$ cat config.mk
export PLATFORM = sky130hd
export DESIGN_NAME = host_bus_cycle_seq
export DESIGN_NICKNAME = d
export VERILOG_FILES = /design/src/rtl/host_bus_cycle_seq.sv
export SDC_FILE = /design/constraint.sdc
export NUM_CORES = 1
export LEC_CHECK = 0
export ABC_AREA = 1
export CORE_UTILIZATION = 45
export DETAILED_ROUTE_END_ITERATION = 10
export HOLD_SLACK_MARGIN = 0.02
export MAX_ROUTING_LAYER = met4
export PLACE_DENSITY_LB_ADDON = 0.2
export REMOVE_ABC_BUFFERS = 1
export SYNTH_ARGS = -nofsm -noshare
export SYNTH_HDL_FRONTEND = slang
export SYNTH_SLANG_ARGS = --single-unit
$ cat constraint.sdc
create_clock -name hsclk -period 2.6 [get_ports hsclk]
set_input_delay 0.52 -clock hsclk [delete_from_list [all_inputs] [get_ports hsclk]]
set_output_delay 0.52 -clock hsclk [all_outputs]
set_load 0.02 [all_outputs]
$ cat src/rtl/host_bus_cycle_seq.sv
// Turns one requester beat into a single 6502-style host bus cycle timed against synchronised PHI0.
// Optional HOST_RDY_EN: reads are stretched while host RDY is low at the PHI2 fall.
module host_bus_cycle_seq #(
    parameter int unsigned SYNC_STAGES  = 2,
    parameter logic [15:0] IDLE_ADDR    = 16'hFFFF,
    parameter int unsigned TIMEOUT_BITS = 8
) (
    input  logic        hsclk,
    input  logic        rst,
    input  logic        bbc_phi0,
    input  logic        bbc_rdy,
    input  logic        req,
    input  logic        req_rnw,
    input  logic [15:0] req_addr,
    input  logic [7:0]  req_wdata,
    output logic        ack,
    output logic [7:0]  rdata,
    output logic        busy,
    output logic [15:0] bbc_addr,
    output logic        bbc_rnw,
    output logic [7:0]  bbc_dout,
    output logic        bbc_doe,
    input  logic [7:0]  bbc_din,
    output logic        phi0_lost
);

    typedef enum logic [2:0] {S_IDLE, S_WAIT_P1, S_PH1, S_PH2, S_HOLD} state_t;

    state_t                  state_q, state_d;
    logic [SYNC_STAGES-1:0]  phi_sync_q, phi_sync_d;
    logic                    p0_dly_q, p0_dly_d;
    logic [TIMEOUT_BITS-1:0] wd_q, wd_d;
    logic                    lost_q, lost_d;
    logic [15:0]             lat_addr_q, lat_addr_d;
    logic                    lat_rnw_q, lat_rnw_d;
    logic [7:0]              lat_wdata_q, lat_wdata_d;
    logic [7:0]              samp_q, samp_d;
    logic [7:0]              rdata_q, rdata_d;
    logic                    ack_q, ack_d;
    logic                    busy_q, busy_d;
    logic [15:0]             addr_q, addr_d;
    logic                    rnw_q, rnw_d;
    logic [7:0]              dout_q, dout_d;
    logic                    doe_q, doe_d;
    logic                    p0, fall, rise, stretch;

    assign p0   = phi_sync_q[SYNC_STAGES-1];
    assign fall = p0_dly_q & ~p0;
    assign rise = ~p0_dly_q & p0;

`ifdef HOST_RDY_EN
    logic [SYNC_STAGES-1:0] rdy_sync_q;

    // RDY synchroniser; only reads honour it, writes complete regardless
    always_ff @(posedge hsclk or posedge rst) begin
        if (rst) rdy_sync_q <= '0;
        else     rdy_sync_q <= {rdy_sync_q[SYNC_STAGES-2:0], bbc_rdy};
    end
    assign stretch = lat_rnw_q & ~rdy_sync_q[SYNC_STAGES-1];
`else
    logic rdy_unused;
    assign rdy_unused = bbc_rdy;
    assign stretch    = 1'b0;
`endif

    always_ff @(posedge hsclk or posedge rst) begin
        if (rst) begin
            state_q     <= S_IDLE;
            phi_sync_q  <= '0;
            p0_dly_q    <= 1'b0;
            wd_q        <= '0;
            lost_q      <= 1'b0;
            lat_addr_q  <= '0;
            lat_rnw_q   <= 1'b1;
            lat_wdata_q <= '0;
            samp_q      <= '0;
            rdata_q     <= '0;
            ack_q       <= 1'b0;
            busy_q      <= 1'b0;
            addr_q      <= IDLE_ADDR;
            rnw_q       <= 1'b1;
            dout_q      <= '0;
            doe_q       <= 1'b0;
        end else begin
            state_q     <= state_d;
            phi_sync_q  <= phi_sync_d;
            p0_dly_q    <= p0_dly_d;
            wd_q        <= wd_d;
            lost_q      <= lost_d;
            lat_addr_q  <= lat_addr_d;
            lat_rnw_q   <= lat_rnw_d;
            lat_wdata_q <= lat_wdata_d;
            samp_q      <= samp_d;
            rdata_q     <= rdata_d;
            ack_q       <= ack_d;
            busy_q      <= busy_d;
            addr_q      <= addr_d;
            rnw_q       <= rnw_d;
            dout_q      <= dout_d;
            doe_q       <= doe_d;
        end
    end

    always_comb begin
        state_d     = state_q;
        phi_sync_d  = {phi_sync_q[SYNC_STAGES-2:0], bbc_phi0};
        p0_dly_d    = p0;
        wd_d        = wd_q;
        lat_addr_d  = lat_addr_q;
        lat_rnw_d   = lat_rnw_q;
        lat_wdata_d = lat_wdata_q;
        samp_d      = samp_q;
        rdata_d     = rdata_q;
        ack_d       = 1'b0;
        busy_d      = busy_q;
        addr_d      = addr_q;
        rnw_d       = rnw_q;
        dout_d      = dout_q;
        doe_d       = doe_q;

        // Watchdog: any PHI0 edge restarts it, otherwise count up and saturate
        if (fall | rise)    wd_d = '0;
        else if (~&wd_q)    wd_d = wd_q + TIMEOUT_BITS'(1);
        lost_d = &wd_d;

        case (state_q)
            S_IDLE: begin
                addr_d = IDLE_ADDR;
                rnw_d  = 1'b1;
                doe_d  = 1'b0;
                if (req) begin
                    lat_addr_d  = req_addr;
                    lat_rnw_d   = req_rnw;
                    lat_wdata_d = req_wdata;
                    busy_d      = 1'b1;
                    state_d     = S_WAIT_P1;
                end
            end
            // Cycles only begin at a PHI1 boundary
            S_WAIT_P1: begin
                if (fall) begin
                    addr_d  = lat_addr_q;
                    rnw_d   = lat_rnw_q;
                    state_d = S_PH1;
                end
            end
            S_PH1: begin
                if (rise) begin
                    state_d = S_PH2;
                    if (!lat_rnw_q) begin
                        doe_d  = 1'b1;
                        dout_d = lat_wdata_q;
                    end
                end
            end
            S_PH2: begin
                if (p0) samp_d = bbc_din;
                if (fall) begin
                    if (stretch) begin
                        state_d = S_PH1;
                    end else begin
                        if (lat_rnw_q) rdata_d = samp_q;
                        state_d = S_HOLD;
                    end
                end
            end
            S_HOLD: begin
                ack_d   = 1'b1;
                busy_d  = 1'b0;
                addr_d  = IDLE_ADDR;
                rnw_d   = 1'b1;
                doe_d   = 1'b0;
                state_d = S_IDLE;
            end
            default: state_d = S_IDLE;
        endcase
    end

    assign ack       = ack_q;
    assign rdata     = rdata_q;
    assign busy      = busy_q;
    assign bbc_addr  = addr_q;
    assign bbc_rnw   = rnw_q;
    assign bbc_dout  = dout_q;
    assign bbc_doe   = doe_q;
    assign phi0_lost = lost_q;

endmodule

# After elaboration in Yosys (flattened, before gate mapping)
# Cells that the tools add are included.
# classes
addsub	1
n_eq_ne	9
muxes	17
n_bitwise	6
n_reduce_logical	15
# op_table
operator	count
16-bit one-hot mux with 2 select lines	1
16-bit 2-to-1 mux	1
8-bit 2-to-1 mux	2
8-bit AND reduction	2
3-bit 2-to-1 mux	4
3-bit one-hot mux with 4 select lines	1
2-bit != test, second input constant	5
3-bit AND reduction	3
8-bit by 1-bit adder with 8-bit output, second input constant	1
2-bit AND reduction	4
3-bit by 2-bit equality test with 1-bit output, second input constant	2
1-bit one-hot mux with 2 select lines	3
2-bit nonzero test	3
1-bit 2-to-1 mux	5
4-bit AND reduction	1
3-bit by 1-bit equality test with 1-bit output, second input constant	1
3-bit equality test, second input constant	1
3-bit zero test	1
1-bit NOT	3
1-bit AND	2
2-bit OR reduction	1
1-bit bitwise OR	1
# totals
regBits	84
inputBits	38
output_inout_bits	37
elab_cells	64

# Longest topological paths before layout
# Gate-level depths: netlist of the first run.
# depth
depth_word	5
mapped_depth	9
depth_no_buf	9

# Worst setup path after synthesis of the first run
# OpenSTA, ideal clock, no wires.
# synth_timing
kind	reg-to-reg
start	register phi_sync_q[1]
end	register rdata_q[0], in the netlist rdata[0]
setup_ns	0.125
arrival_time_ns	1.277
required_ns	2.475
path_slack_ns	1.198
stages_incl_launch_ff	7
n_path_buf	0
synth_period_minus_slack_ns	1.402
path_cell_list	dfrtp_1 inv_1 ha_1 nand2_1 inv_1 nand2_1 mux2_2
# synth_via
elab_chain_cells	3
# synth_lines
element	line_no	text
start: declaration	30	logic [SYNC_STAGES-1:0] phi_sync_q, phi_sync_d;
start signal: assignment	86	phi_sync_q <= phi_sync_d;
1-bit NOT	48	assign fall = p0_dly_q & ~p0;
1-bit AND	48	
3-bit AND reduction (no source line)	n/a	
end signal: assignment	94	rdata_q <= rdata_d;
end: declaration	38	logic [7:0] rdata_q, rdata_d;
# Every way passes these cells.
# A chain may end at the register's enable or synchronous reset.

# Worst setup path in the final report of the first run
# layout_timing
start	register addr_q[13], in the netlist bbc_addr[13]
end	output bbc_addr[13]
# layout_lines
element	line_no	text
start: declaration	41	logic [15:0] addr_q, addr_d;
start signal: assignment	97	addr_q <= addr_d;
end: declaration	19	output logic [15:0] bbc_addr,
# No word-level cell between the ends.

==> results of run 1 <==
[cell type report]
type                            instances  area [µm²]  area share
Multi-Input combinational cell        194        1150       0.255
Clock buffer                           11         141      0.0313
Timing Repair Buffer                   76         766       0.170
Tap cell                               99         124      0.0275
Clock inverter                          5        83.8      0.0186
Sequential cell                        84        2120       0.471
Inverter                               32         121      0.0269
[per-layer routing]
metal  part of all wire  vias up
met1               0.47     1211
met5                  0        -
met2               0.47       58
met3              0.052        5
met4             0.0080        0
li1                   -     1184
[power by group]
group          total (mW)  internal, mW  switching [mW]
Sequential           2.19          1.91           0.275
Clock                1.02         0.571           0.453
Combinational        1.83         0.907           0.927
Total                5.05          3.39            1.66
[synth_stat cells, drive strengths merged]
master / n
inv: 32
clkbuf: 2
a21oi: 11
o211ai: 1
nand3b: 1
mux2: 33
or2: 1
o21bai: 1
o21ai: 22
buf: 6
a221o: 1
nor2: 53
nand4: 1
dfrtp: 66
nand2: 48
nand3: 18
dfstp: 18
ha: 3
[registers in the layout, indices dropped and copies added, names as in the netlist]
signal and flops:
wd_q 8, state_q 3, samp_q 8, bbc_rnw 1, lat_addr_q 16, p0_dly_q 1
bbc_doe 1, lat_wdata_q 8, phi_sync_q 2, phi0_lost 1, lat_rnw_q 1, ack 1
busy 1, rdata 8, bbc_dout 8, bbc_addr 16
[cells by family after synthesis]
group,Yosys count,share of synthesized area
simple gates,122,0.147
flops,84,0.615
buf+inv,40,0.0525
compound gates,36,0.0670
mux,33,0.108
fa+ha+maj,3,0.0109
[worst paths after layout]
kind | to | slack (ns)
max | bbc_addr[13] | 0.58
min | phi_sync_q[1] | 0.36
max reg2reg | bbc_addr[8] | 0.76
min reg2reg | phi_sync_q[1] | 0.36
max in group asynchronous | bbc_addr[11] | 1.64
min in group asynchronous | samp_q[5] | 0.58
[stage by stage]
stage	setup TNS (ns)	cell area, µm²	utilization
6_report	0	4510	0.615
5_1_grt	0	4510	0.615
4_1_cts	0	4510	0.615
3_5_place_dp	0	4290	0.585
3_3_place_gp	0	4290	0.585
2_1_floorplan	-3.65	3390	-
==> results.json, run 1 <==
{
  "status": "complete, no violations",
  "min_period_over_period": 0.778,
  "cts_tree": "yes",
  "numCtsBuffers": 9,
  "avgSynthCellArea_um2": 10.9,
  "post-route-drc-count": 0,
  "synth_area_mm2": 0.00346,
  "tightest_slew_ns": 0.808,
  "synth_warnings": 0,
  "yosysSeqAreaShare": 0.615,
  "critPathLaunchType": "flip-flop",
  "grt_pass1_wl_um": 10200,
  "vias": 2458,
  "portBuffers": 73,
  "dp_cells": 485,
  "final_nets": 438,
  "hold_path.class": "reg -> reg",
  "routedWlPerCell_um": 12.8,
  "cts_sinks": 84,
  "drv_slew": 0,
  "nFillCells": 599,
  "rsz0062_at_grt": "no",
  "antenna_found_initial": 0,
  "critical_path_class": "reg -> out",
  "critPathSlowestCell": "clkdlybuf4s50_1",
  "grt-busiest-layer": "met2",
  "post_cts_buffers": 0,
  "power_mw": 5.05,
  "layout_common_cells": "clkdlybuf4s50_1, dfrtp_1, nor2_1",
  "dr.pass1.iters": 4,
  "viasPerCell": 4.91,
  "cp-startpoint": "bbc_addr[13]",
  "dp_slack_ns": 0.489,
  "finalSetupViolCount": 0,
  "fmax_ghz": 0.494,
  "synth_top_area_frac": 0.478,
  "crit_buf_inv": 1,
  "insertion_delay_ns": 0.34,
  "required_ns": 2.08,
  "rows": 31,
  "io_pins": 75,
  "grt_util_met1": 0.229,
  "cts_buffer_depth": 2,
  "die-area_mm2": 0.00803,
  "final_cell_count_no_fill": 501,
  "hp-start": "phi_sync_q[0]",
  "clk_pin_slew_ns": 0.08,
  "ys_ff_latch": 84,
  "skew_ns": 0.0118,
  "layout_commonest_cell": "clkdlybuf4s50_1",
  "critical_path.endpoint_type": "primary output",
  "min_period_ns": 2.02,
  "finalWorstSetupSlack_ns": 0.577,
  "drive_gt1_frac": 0.211,
  "antenna_left": 0,
  "drt-initial-drc-count": 70,
  "place_congestion": 0.797,
  "cp_num_cells": 1,
  "cp_top_family": "buffers and inverters",
  "yosysTopAreaCell": "dfrtp_1",
  "hold-path-cell-count": 0,
  "vdd_drop_max_mv": 0.479,
  "antennaDiodeCount": 0,
  "postCtsHoldBufs": 0,
  "die_w_um": 89.6,
  "area_growth_pct": 30.5,
  "cp_cell_sequence": "clkdlybuf4s50_1",
  "slew_headroom": 0.461,
  "crit_fanout": 2,
  "worst_path_largest_cell_delay_ns": 0.62,
  "grt_use_total": 0.174,
  "ys_types": 28,
  "htree_levels": 3,
  "grt_max_degree": 85,
  "whs_ns": 0.355,
  "p_per_area_mw_per_mm2": 1120,
  "grt_overflow_total": 0,
  "use_met3": 0.0320,
  "cts_resized": 0,
  "worstReg2RegStart": "state_q[1]",
  "totalWireLength_um": 6410,
  "syn_inst": 318,
  "drv_cap": 0,
  "use_met2": 0.273,
  "leakagePower_nw": 2.06,
  "start_util": 0.471,
  "hold_violations": 0,
  "critPathArrivalTime_ns": 1.50,
  "grt_pass1_vias": 2335,
  "cts-root-buf": "clkbuf_8",
  "worst-r2r-cell-count": 5,
  "die_h_um": 89.6,
  "dp_hpwl_um": 4290,
  "coreArea_mm2": 0.00733,
  "synthTopCellsByArea": "dfrtp_1, dfstp_2, mux2_2, nor2_1, nand2_1"
}
(Power assumes the default switching activity.)
==> run 2, diff against run 1 <==
==> constraint.sdc (replaced) <==
create_clock -name hsclk -period 2 [get_ports hsclk]
set_input_delay 0.4 -clock hsclk [delete_from_list [all_inputs] [get_ports hsclk]]
set_output_delay 0.4 -clock hsclk [all_outputs]
set_load 0.02 [all_outputs]
==> results.json, run 2 (synthesis gave the netlist of run 1 again) <==
{
  "nFillCells": 607,
  "cp_cell_sequence": "clkdlybuf4s50_1",
  "p_per_area_mw_per_mm2": 1440,
  "multi_input_area_mm2": 0.00115,
  "tightest_slew_ns": 0.796,
  "required_ns": 1.60,
  "hold_violations": 0,
  "htree_levels": 3,
  "postCtsHoldBufs": 0,
  "critPathArrivalTime_ns": 1.50,
  "coreArea_mm2": 0.00733,
  "cts_sinks": 84,
  "grt_pass1_vias": 2255,
  "insertion_delay_ns": 0.34,
  "antenna_found_initial": 0,
  "r2r_setup_slack_ns": 0.31,
  "grt_use_total": 0.180,
  "critPathSlowestCell": "clkdlybuf4s50_1",
  "vdd_drop_max_mv": 0.724,
  "critical_path.endpoint_type": "primary output",
  "reg2reg_to": "bbc_dout[0]",
  "layout_commonest_cell": "clkdlybuf4s50_1",
  "crit_buf_inv": 1,
  "grt_overflow_total": 0,
  "min_period_over_period": 0.951,
  "finalWorstSetupSlack_ns": 0.0978,
  "die_w_um": 89.6,
  "worst-r2r-cell-count": 7,
  "io_pins": 75,
  "antenna_left": 0,
  "grt_pass1_wl_um": 10500,
  "rows": 31,
  "drt-initial-drc-count": 95,
  "numCtsBuffers": 9,
  "area_growth_pct": 31.7,
  "cp_top_family": "buffers and inverters",
  "power_mw": 6.57,
  "routedWlPerCell_um": 12.9,
  "worst_path_largest_cell_delay_ns": 0.62,
  "worstReg2RegStart": "state_q[2]",
  "drv_slew": 0,
  "fmax_ghz": 0.526,
  "drv_cap": 0,
  "layout_common_cells": "clkdlybuf4s50_1, dfrtp_1, nor2_1",
  "min_period_ns": 1.90,
  "die_h_um": 89.6,
  "cts-root-buf": "clkbuf_8",
  "totalWireLength_um": 6520,
  "post-route-drc-count": 0,
  "die-area_mm2": 0.00803,
  "cts_resized": 0,
  "cts_tree": "yes",
  "finalSetupViolCount": 0,
  "leakagePower_nw": 2.09,
  "skew_ns": 0.00696,
  "rsz0062_at_grt": "no",
  "portBuffers": 73,
  "slew_headroom": 0.469,
  "viasPerCell": 4.88,
  "drive_gt1_frac": 0.215,
  "status": "complete, no violations",
  "hold_path.class": "in -> async",
  "grt_max_degree": 40,
  "clk_pin_slew_ns": 0.08,
  "dp_slack_ns": 0.319,
  "final_nets": 441,
  "dr.pass1.iters": 4,
  "vias": 2461,
  "place_congestion": 0.840,
  "cp_num_cells": 1,
  "post_cts_buffers": 0,
  "start_util": 0.471,
  "cts_buffer_depth": 2,
  "critical_path_class": "reg -> out",
  "regArea_mm2": 0.00212,
  "antennaDiodeCount": 0,
  "crit_fanout": 2,
  "dp_hpwl_um": 4490,
  "critPathLaunchType": "flip-flop"
}
==> run 2: worst max path at each step <==
| stage | from | to | slack [ns] |
|---|---|---|---|
| after floorplan | rst | ack | -0.54 |
| after global placement | phi_sync_q[1] | bbc_dout[0] | 0.35 |
| after detailed placement | state_q[2] | bbc_dout[3] | 0.32 |
| after CTS | bbc_rnw | bbc_rnw | 0.07 |
| after global routing | bbc_rnw | bbc_rnw | 0.05 |
| final | bbc_rnw | bbc_rnw | 0.1 |
==> run 2: power by group <==
group          total, mW  internal [mW]  leakage, nW  switching, mW
Combinational       2.42           1.21        0.982           1.21
Clock               1.31          0.739        0.111          0.571
Sequential          2.85           2.49        0.994          0.359
Total               6.57           4.43         2.09           2.14
==> run 2: metrics by stage <==
stage / setup TNS, ns / hold slack (ns) / utilization / instances / cell area (µm²)
after floorplan: -35.33 / 0.331 / - / 310 / 3390
after global placement: 0 / 0.338 / 0.591 / 488 / 4330
after detailed placement: 0 / 0.336 / 0.591 / 488 / 4330
after CTS: 0 / 0.287 / 0.621 / 504 / 4550
after global routing: 0 / 0.300 / 0.621 / 504 / 4550
final: 0 / 0.295 / 0.621 / 504 / 4550
==> run 2: area by class of cell <==
type / count / share of cell area
inverters: 32 / 0.0267
clock inverters: 4 / 0.0162
multi-input cells: 194 / 0.253
clock buffers: 12 / 0.0319
repair buffers: 79 / 0.179
well taps: 99 / 0.0272
flip-flops and latches: 84 / 0.467
==> run 2: metal layers <==
layer	GRT usage	routed length, µm	share of wire
met3	0.0576	416	0.064
met4	0.0548	48	0.0074
met5	-	0	0
met1	0.229	2920	0.45
met2	0.278	3140	0.48
==> run 3, diff against run 2 <==
--- a/config.mk
+++ b/config.mk
@@ -12,6 +12,7 @@
 export MAX_ROUTING_LAYER = met4
 export PLACE_DENSITY_LB_ADDON = 0.2
 export REMOVE_ABC_BUFFERS = 1
+export SLEW_MARGIN = 10
 export SYNTH_ARGS = -nofsm -noshare
 export SYNTH_HDL_FRONTEND = slang
 export SYNTH_SLANG_ARGS = --single-unit
==> results of run 3 <==
Same layout as run 2: the final DEF is identical, and so are final timing and power.
